$ cat src/rtl/stream_min2_finder.sv
// stream_min2_finder: scans a DEPTH-element frame arriving on a valid/ready
// stream and reports the two smallest (mode 0) or two largest (mode 1)
// unsigned values together with their frame indices.
module stream_min2_finder #(
  parameter int WIDTH = 4,
  parameter int DEPTH = 16,
  parameter int IDX_W = $clog2(DEPTH)
) (
  input  logic             clk,
  input  logic             rst_n,
  input  logic             start,
  input  logic             mode,
  input  logic             in_valid,
  input  logic [WIDTH-1:0] in_data,
  output logic             in_ready,
  output logic             busy,
  output logic             done,
  output logic [WIDTH-1:0] ext1,
  output logic [WIDTH-1:0] ext2,
  output logic [IDX_W-1:0] idx1,
  output logic [IDX_W-1:0] idx2
);

  typedef enum logic [1:0] {IDLE, SCAN, DONE} state_t;

  state_t           state, state_nxt;
  logic             mode_q;   // mode latched on accepted start
  logic [IDX_W-1:0] cnt;      // index of the next beat in the frame
  logic             e2v;      // ext2 holds a real element
  logic             accept;
  logic             last;

  // Strict "better" compare: ties never win, so earlier occurrences stick.
  function automatic logic better(input logic [WIDTH-1:0] a,
                                  input logic [WIDTH-1:0] b,
                                  input logic             m);
    return m ? (a > b) : (a < b);
  endfunction

  assign in_ready = (state == SCAN);
  assign busy     = (state == SCAN);
  assign done     = (state == DONE);
  assign accept   = in_valid && in_ready;
  assign last     = (cnt == IDX_W'(DEPTH - 1));

  // State register.
  always_ff @(posedge clk or negedge rst_n) begin
    if (!rst_n) state <= IDLE;
    else        state <= state_nxt;
  end

  // Next-state: frame runs for exactly DEPTH accepted beats, DONE lasts one cycle.
  always_comb begin
    state_nxt = state;
    case (state)
      IDLE:    if (start) state_nxt = SCAN;
      SCAN:    if (accept && last) state_nxt = DONE;
      DONE:    state_nxt = IDLE;
      default: state_nxt = IDLE;
    endcase
  end

  // Datapath: frame setup on start, running top-2 update per accepted beat.
  always_ff @(posedge clk or negedge rst_n) begin
    if (!rst_n) begin
      mode_q <= 1'b0;
      cnt    <= '0;
      e2v    <= 1'b0;
      ext1   <= '0;
      ext2   <= '0;
      idx1   <= '0;
      idx2   <= '0;
    end else if (state == IDLE && start) begin
      mode_q <= mode;
      cnt    <= '0;
      e2v    <= 1'b0;
    end else if (accept) begin
      // Hold at DEPTH-1 on the last beat so the counter never wraps.
      if (!last) cnt <= cnt + IDX_W'(1);
      if (cnt == '0) begin
        ext1 <= in_data;
        idx1 <= '0;
        e2v  <= 1'b0;
      end else if (better(in_data, ext1, mode_q)) begin
        ext2 <= ext1;
        idx2 <= idx1;
        ext1 <= in_data;
        idx1 <= cnt;
        e2v  <= 1'b1;
      end else if (!e2v || better(in_data, ext2, mode_q)) begin
        // Duplicates of ext1 land here, so ext2 == ext1 is possible.
        ext2 <= in_data;
        idx2 <= cnt;
        e2v  <= 1'b1;
      end
    end
  end

endmodule

$ cat config.mk
export PLATFORM = sky130hd
export DESIGN_NAME = stream_min2_finder
export DESIGN_NICKNAME = d
export VERILOG_FILES = /design/src/rtl/stream_min2_finder.sv
export SDC_FILE = /design/constraint.sdc
export NUM_CORES = 1
export LEC_CHECK = 0
export BUFFER_PORTS_ARGS = -buffer_cell sky130_fd_sc_hd__buf_4
export CORE_MARGIN = 2
export CORE_UTILIZATION = 50
export CTS_BUF_LIST = sky130_fd_sc_hd__clkbuf_4
export DETAILED_ROUTE_END_ITERATION = 12
export HOLD_SLACK_MARGIN = 0.08
export PLACE_DENSITY_LB_ADDON = 0.05
export SLEW_MARGIN = 20
export SYNTH_ARGS = -nofsm -noshare
export SYNTH_HDL_FRONTEND = slang
export SYNTH_SLANG_ARGS = --single-unit
export TNS_END_PERCENT = 30
$ cat constraint.sdc
create_clock -name clk -period 2.5 [get_ports clk]
set_input_delay 0.625 -clock clk [delete_from_list [all_inputs] [get_ports clk]]
set_output_delay 0.625 -clock clk [all_outputs]
set_load 0.02 [all_outputs]
### Word-level counts from Yosys, hierarchy flattened

Index checks and enable logic that the tools add are counted.

| word-level totals | value |
|---|---|
| register bits after elaboration | 24 |
| word-level logic and storage cells | 58 |

| cells by class | value |
|---|---|
| bitwise operators | 2 |
| mux-type cells | 21 |
| $lt $le $gt $ge | 4 |
| reductions and logical operators | 16 |
| $add $sub $neg | 1 |
| eq/ne operators | 6 |

Operator list:

| cell | count |
|---|---|
| 2-to-1 mux 4 bit | 11 |
| > comparator 4 bit | 2 |
| < comparator 4 bit | 2 |
| 2-to-1 mux 1 bit | 7 |
| AND reduction 2 bit | 3 |
| nonzero test 2 bit | 3 |
| adder 4 x 1 -> 4 bit, second input constant | 1 |
| == test 4 bit, second input constant | 1 |
| zero test 4 bit | 1 |
| 2-to-1 mux 2 bit | 2 |
| != test 2 x 1 -> 1 bit, second input constant | 2 |
| one-hot mux 2 bit (2 select lines) | 1 |
| AND reduction 4 bit | 1 |
| nonzero test 4 bit | 1 |
| logical AND 1 bit | 3 |
| AND reduction 3 bit | 1 |
| == test 2 x 1 -> 1 bit, second input constant | 1 |
| == test 2 bit, second input constant | 1 |
| zero test 2 bit | 1 |
| != test 2 bit, second input constant | 1 |
| NOT 1 bit | 2 |
| zero test 1 bit | 1 |
| logical OR 1 bit | 1 |

### Logic depth before layout (Yosys ltp)

Gate-level depths: netlist of the first run.

| logic depth | value |
|---|---|
| depth after elaboration | 8 |
| depth in mapped cells | 9 |
| mapped depth without buffers | 8 |

### Least setup slack after synthesis of the first run

No wires, ideal clock.

| timing | value |
|---|---|
| kind | input to register |
| start point | in in_data[1] |
| end point | reg ext2[0] |
| library setup time | 123 ps |
| stages | 8 |
| setup slack | 221 ps |
| data arrival time | 2,156 ps |
| data required time | 2,377 ps |
| path through | ha_1 -> nor2b_4 -> o211ai_4 -> a21oi_2 -> nand2b_4 -> or3_1 -> buf_2 -> o221a_1 |

| between the ends | value |
|---|---|
| word-level cells in the longest chain between the ends | 5 |
| elaborated cells between the ends (all ways) | 10 |
| those cells by class | order compare (4); mux (3); reduce/logical (3) |

RTL lines:

| what | line | source |
|---|---|---|
| start: declaration | 14 | `input logic [WIDTH-1:0] in_data,` |
| < comparator 4 bit / > comparator 4 bit (equally long branches) | 37 | `return m ? (a > b) : (a < b);` |
| 2-to-1 mux 1 bit | 37 |  |
| logical OR 1 bit | 90 | `end else if (!e2v \|\| better(in_data, ext2, mode_q)) begin` |
| nonzero test 2 bit (no source line) | - |  |
| AND reduction 4 bit (no source line) | - |  |
| end signal: assignment | 85 | `ext2 <= ext1;` |
| end signal: assignment | 92 | `ext2 <= in_data;` |
| end: declaration | 19 | `output logic [WIDTH-1:0] ext2,` |

Parallel ways exist; a longest one is shown, timed or not.
A chain may end at the register's enable or synchronous reset.

### Worst setup path after layout of the first run

| timing | value |
|---|---|
| start point | reg ext1[1] |
| end point | reg ext2[1] |

| between the ends | value |
|---|---|
| word-level cells in the longest chain between the ends | 4 |
| elaborated cells between the ends (all ways) | 6 |
| those cells by class | order compare (2); mux (2); reduce/logical (2) |

RTL lines:

| what | line | source |
|---|---|---|
| start: declaration | 18 | `output logic [WIDTH-1:0] ext1,` |
| start signal: assignment | 81 | `ext1 <= in_data;` |
| start signal: assignment | 87 | `ext1 <= in_data;` |
| < comparator 4 bit / > comparator 4 bit (equally long branches) | 37 |  |
| 2-to-1 mux 1 bit | 37 |  |
| nonzero test 2 bit (no source line) | - |  |
| AND reduction 4 bit (no source line) | - |  |

Parallel ways exist; a longest one is shown, timed or not.

==> results of run 1 <==
area by class of cell:
type	instances	area, sq um	share of cell area, %
timing repair buffer	33	247.7	14.47
inverter	11	41.29	2.412
clock buffer	3	22.52	1.316
sequential	24	600.6	35.09
clock inverter	1	30.03	1.754
multi-input combinational	87	730.7	42.69
tap	31	38.79	2.266
kinds of logic after synthesis:
| logic type | count (synthesis) | share of synthesized area [%] |
|---|---|---|
| AOI/OAI and AO/OA | 33 | 22.20 |
| muxes | 6 | 4.745 |
| adders and majority gates | 10 | 8.953 |
| buffers and inverters | 16 | 4.745 |
| DFF | 24 | 42.97 |
| xor gates and xnor gates | 3 | 1.880 |
| and+or+nand+nor | 35 | 14.50 |
worst max-delay path, cell delays in order, from the launching register on:
cell	delay, ps
dfrtp_1	420
inv_1	60
ha_1	280
nor2b_4	140
o211ai_4	190
a21oi_2	80
nand2b_4	140
or3_1	510
o221a_1	280
placed cells by master (no fill, tap or decap), types with 2 or more instances in the layout:
master	count
buf_4	33
dfrtp_1	24
inv_1	11
nand2_1	10
ha_1	10
o22a_1	8
o221a_1	8
nor2_1	7
a21oi_1	5
mux2_2	5
nor2b_1	3
nand4_1	3
clkbuf_4	3
nor3b_1	2
xor2_1	2
a21oi_2	2
o21ai_0	2
a32o_1	2
a22o_1	2
per-stage QoR:
step	area [sq um]	hold slack, ps
after floorplan	1398	329.4
after CTS	1712	176.3
final	1712	162.0
after detailed placement	1659	527.8
after global routing	1712	165.3
after global placement	1659	515.1
power by group:
| group | total (uW) | internal [uW] | switching, uW |
|---|---|---|---|
| sequential | 792 | 579 | 213 |
| combinational | 1570 | 794 | 779 |
| clock | 293 | 162 | 131 |
| total | 2660 | 1540 | 1120 |
path summary, 6_finish.rpt:
| path | end | cells past startpoint | start | slack [ps] |
|---|---|---|---|---|
| setup reg to reg | ext2[1]$_DFFE_PN0P_ | 8 | ext1[1]$_DFFE_PN0P_ | 310 |
| hold / removal | idx1[0]$_DFFE_PN0P_ | 1 | rst_n | 160 |
| hold reg to reg | idx1[3]$_DFFE_PN0P_ | 1 | idx1[3]$_DFFE_PN0P_ | 560 |
| setup / recovery | ext2[1]$_DFFE_PN0P_ | 8 | ext1[1]$_DFFE_PN0P_ | 310 |
| min in group clk | mode_q$_DFFE_PN0P_ | 2 | mode | 520 |
| max in group asynchronous | ext1[0]$_DFFE_PN0P_ | 1 | rst_n | 2100 |
per-layer routing:
layer / part of all wire (%) / global-route usage (%) / vias up
met5: 0 / 0 / -
met4: 1.6 / 6.977 / 0
met3: 4.8 / 2.074 / 5
met2: 46 / 33.39 / 28
met1: 48 / 28.47 / 507
li1: - / - / 529
sequential cells by signal (all words and copies together) (netlist names):
register	flops
idx1	4
ext1	4
state	2
cnt	4
ext2	4
e2v	1
mode_q	1
idx2	4
==> results_dict.tcl, run 1 <==
set metrics [dict create \
    clk_pin_slew_ps 150 \
    fin_setup_tns_ps 0 \
    worst_hold_path_type "in -> async" \
    num_rows 19 \
    start_util_pct 51.57 \
    worstPathRequired_ps 2730 \
    fin_crit_ps 2190 \
    dp_hpwl_microns 2239 \
    syn-num-nets 146 \
    clock_sinks 24 \
    power.leakage_uw 0.0008129 \
    outcome "finished clean" \
    root_buffer "clkbuf_4" \
    fillerInstances 232 \
    drt_iter0_markers 40 \
    final_max_slew_viol_count 0 \
    cts_buffer_depth 2 \
    utilization_pct 63.16 \
    io_buffers 27 \
    nNetsFinal 179 \
    rsz0062_at_grt "false" \
    hold_viol 0 \
    synth_warnings 0 \
    drc 0 \
    clk_latency_ps 330 \
    synth_cell_types 36 \
    start_kind "flip-flop" \
    finalSetupViolCount 0 \
    async_flop_share_pct 100.0 \
    ir_drop_mv 0.9239 \
    maxCapViolCount 0 \
    ys.flop_type "dfrtp_1" \
    grt_pass1_wl_microns 5181 \
    instances_no_fill 190 \
    maxSlewHeadroom_pct 59.78 \
    syn-cell-area_sq_um 1398 \
    chipHeight_microns 56.87 \
    diodes 0 \
    ant_nets 0 \
    h-tree-depth 1 \
    synth_edf_count 0 \
    power_uw 2657 \
    ys_seq_area_share_pct 42.97 \
    ctsResizeCount 0 \
    numPlacedInstances 186 \
    yosysMostFrequentCell "dfrtp_1" \
    fp.dieW_microns 56.87 \
    dieArea_sq_um 3234 \
    synth_common_cells "24 x dfrtp_1, 11 x inv_1, 10 x ha_1, 10 x nand2_1" \
    wl_per_cell_microns 15.49 \
    cts_setup_buffers 0 \
    grt_usage_pct 20.50 \
    synthTopCellsByArea "dfrtp_1 43%, ha_1 9.0%, o221a_1 6.4%, o22a_1 5.0%, mux2_2 4.0%" \
    grt_max_degree 25 \
    cts_tree "yes" \
    synth_top_area_share_pct 42.97 \
    worst_slack_ps 310.0 \
    grt_pass1_vias 1108 \
    via_per_inst 5.626 \
    critPathArrivalTime_ps 2420 \
    core_area_sq_um 2710 \
    vias 1069 \
    drive_gt1_share_pct 32.08 \
    worstMarginPinSlew_ps 601.0 \
    fmax_ghz 0.4566 \
    cp_max_fo 8 \
    drt-total-wl_microns 2943 \
    skew_ps 2.530 \
    gr-total-overflow 0 \
    place.gp.congestion 0.7083 \
    min_period_over_period_pct 87.60 \
    hold_buffers 0 \
    endpoint_kind "flip-flop" \
    antenna_found_initial 0 \
    place_worst_setup_slack_ps -8.886 \
    synth_top_area_cell "dfrtp_1" \
    syn_inst 127 \
    syn_area_per_cell_sq_um 11.00 \
    powerDensity_nw_per_um2 1553 \
    area_delta_synth_final_pct 22.47 \
    drt_first_pass_iters 4 \
    numCtsBuffers 3 \
    io_pins 28 \
    crit_type "reg -> reg" \
    ys_seq_elements 24 \
]
No activity file was read; power rests on OpenSTA's default activity.
==> run 2, diff against run 1 <==
--- a/config.mk
+++ b/config.mk
@@ -8,9 +8,10 @@
 export BUFFER_PORTS_ARGS = -buffer_cell sky130_fd_sc_hd__buf_4
 export CORE_MARGIN = 2
 export CORE_UTILIZATION = 50
-export CTS_BUF_LIST = sky130_fd_sc_hd__clkbuf_4
+export CTS_BUF_LIST = sky130_fd_sc_hd__clkbuf_2
 export DETAILED_ROUTE_END_ITERATION = 12
 export HOLD_SLACK_MARGIN = 0.08
+export MAX_ROUTING_LAYER = met4
 export PLACE_DENSITY_LB_ADDON = 0.05
 export SLEW_MARGIN = 20
 export SYNTH_ARGS = -nofsm -noshare
==> results_dict.tcl, run 2 (same netlist as run 1, synthesis figures left out) <==
set metrics [dict create \
    outcome "finished clean" \
    drt_iter0_markers 40 \
    chipHeight_microns 56.87 \
    grt_max_degree 25 \
    p_sw_uw 1118 \
    area_delta_synth_final_pct 21.93 \
    met2_usage_pct 33.55 \
    worstPathRequired_ps 2770 \
    maxSlewHeadroom_pct 61.52 \
    numCtsBuffers 3 \
    final_max_slew_viol_count 0 \
    internal-power_uw 1510 \
    finalSetupViolCount 0 \
    fin_crit_ps 2216 \
    grt_pass1_vias 1109 \
    dieArea_sq_um 3234 \
    io_buffers 27 \
    drt-total-wl_microns 2922 \
    cp_max_fo 8 \
    h-tree-depth 1 \
    skew_ps 6.932 \
    worst-path-buf-inv 1 \
    io_pins 28 \
    drt_first_pass_iters 4 \
    pwr-share-clk_pct 10.1 \
    grt.met3_usage_pct 2.074 \
    start_kind "flip-flop" \
    fp.dieW_microns 56.87 \
    endpoint_kind "flip-flop" \
    final_common_cell "buf_4" \
    busiest_layer "met2" \
    cts_buffer_depth 2 \
    rsz0062_at_grt "false" \
    grt_use_met1_pct 28.32 \
    hold_buffers 0 \
    hold-worst-slack_ps 110.8 \
    worstMarginPinSlew_ps 575.0 \
    critPathMaxStageDelay_ps 510 \
    critical-path-top-delay-family "simple AND/OR/NAND/NOR gates" \
    clk_latency_ps 350 \
    vias 1074 \
    maxCapViolCount 0 \
    ir_drop_mv 0.9158 \
    powerDensity_nw_per_um2 1542 \
    core_area_sq_um 2710 \
    clock_sinks 24 \
    switching_share_pct 42.54 \
    slowest_stage "or3_1" \
    layout_common_cells "33 x buf_4, 24 x dfrtp_1, 11 x inv_1" \
    utilization_pct 62.88 \
    ant_nets 0 \
    seq_power_share_pct 30.1 \
    cts_tree "yes" \
    clk_pin_slew_ps 250 \
    ctsResizeCount 0 \
    drive_gt1_share_pct 32.08 \
    crit_type "reg -> reg" \
    drc 0 \
    gr-total-overflow 0 \
    start_util_pct 51.57 \
    via_per_inst 5.653 \
    worst_hold_path_type "in -> async" \
    wl_per_cell_microns 15.38 \
    min_period_over_period_pct 88.62 \
    diodes 0 \
    cp_cell_sequence "inv_1 > ha_1 > nor2b_4 > o211ai_4 > a21oi_2 > nand2b_4 > or3_1 > o221a_1" \
    root_buffer "clkbuf_2" \
    fillerInstances 234 \
    antenna_found_initial 0 \
    timing.rr.start "ext1[1]$_DFFE_PN0P_" \
    hold_viol 0 \
    critPathArrivalTime_ps 2490 \
    fmax_ghz 0.4513 \
    num_rows 19 \
    grt_usage_pct 21.07 \
    place.gp.congestion 0.7163 \
    nNetsFinal 179 \
    combPwrFrac_pct 59.9 \
    cts_setup_buffers 0 \
    grt_pass1_wl_microns 5175 \
    power.leakage_uw 0.0008115 \
    startpoint "ext1[1]$_DFFE_PN0P_" \
    dp_hpwl_microns 2239 \
]
## run 2: cell counts in the layout (fill, tap and decap cells not counted)
No cell type changed its count.
## run 2: metrics by stage
stage | instances | cell area (sq um) | total power (uW) | worst slack (ps) | setup TNS (ps)
floorplan | 127 | 1398 | 1853 | 220.9 | 0
global placement | 186 | 1659 | 2330 | 30.64 | 0
detailed placement | 186 | 1659 | 2385 | -8.886 | -13.50
CTS | 190 | 1704 | 2650 | 271.6 | 0
global route | 190 | 1704 | 2845 | 173.9 | 0
finish | 190 | 1704 | 2627 | 284.4 | 0
## run 2: path summary, 6_finish.rpt
path                                       end  slack [ps]  cells past startpoint
min in group clk            mode_q$_DFFE_PN0P_         470                      2
max                        ext2[1]$_DFFE_PN0P_         280                      8
max reg2reg                ext2[1]$_DFFE_PN0P_         280                      8
min reg2reg                idx1[2]$_DFFE_PN0P_         570                      1
min                        ext2[2]$_DFFE_PN0P_         110                      1
max in group asynchronous   cnt[3]$_DFFE_PN0P_        2160                      1
## run 2: layer usage
layer | wire length [microns] | part of all wire (%) | up-vias
met3 | 150 | 5.1 | 4
met5 | 0 | 0 | -
met1 | 1362 | 47 | 512
li1 | - | - | 528
met2 | 1381 | 47 | 30
met4 | 27 | 0.92 | 0
## run 2: cell type report
class,instances,area (sq um),share of cell area (%)
clock buffers,3,15.01,0.8811
clock inverters,1,30.03,1.762
repair buffers,33,247.7,14.54
inverters,11,41.29,2.423
flip-flops and latches,24,600.6,35.24
well taps,31,38.79,2.276
multi-input cells,87,730.7,42.88
## run 2: power groups by stage
| stage | Combinational [uW] | Clock [uW] | Sequential (uW) |
|---|---|---|---|
| 5_1_grt | 1730 | 285 | 827 |
| 6_report | 1570 | 264 | 790 |
| 4_1_cts | 1590 | 272 | 790 |
| 2_1_floorplan | 987 | 0 | 866 |
| 3_3_place_gp | 1540 | 0 | 787 |
| 3_5_place_dp | 1580 | 0 | 801 |
## run 2: worst register-to-register path: cells and delay by family (launching register included)
family / cells / cell delay [ps]
buf+inv: 1 / 60
compound gates: 3 / 550
simple gates: 3 / 790
flops: 1 / 450
fa+ha+maj: 1 / 290
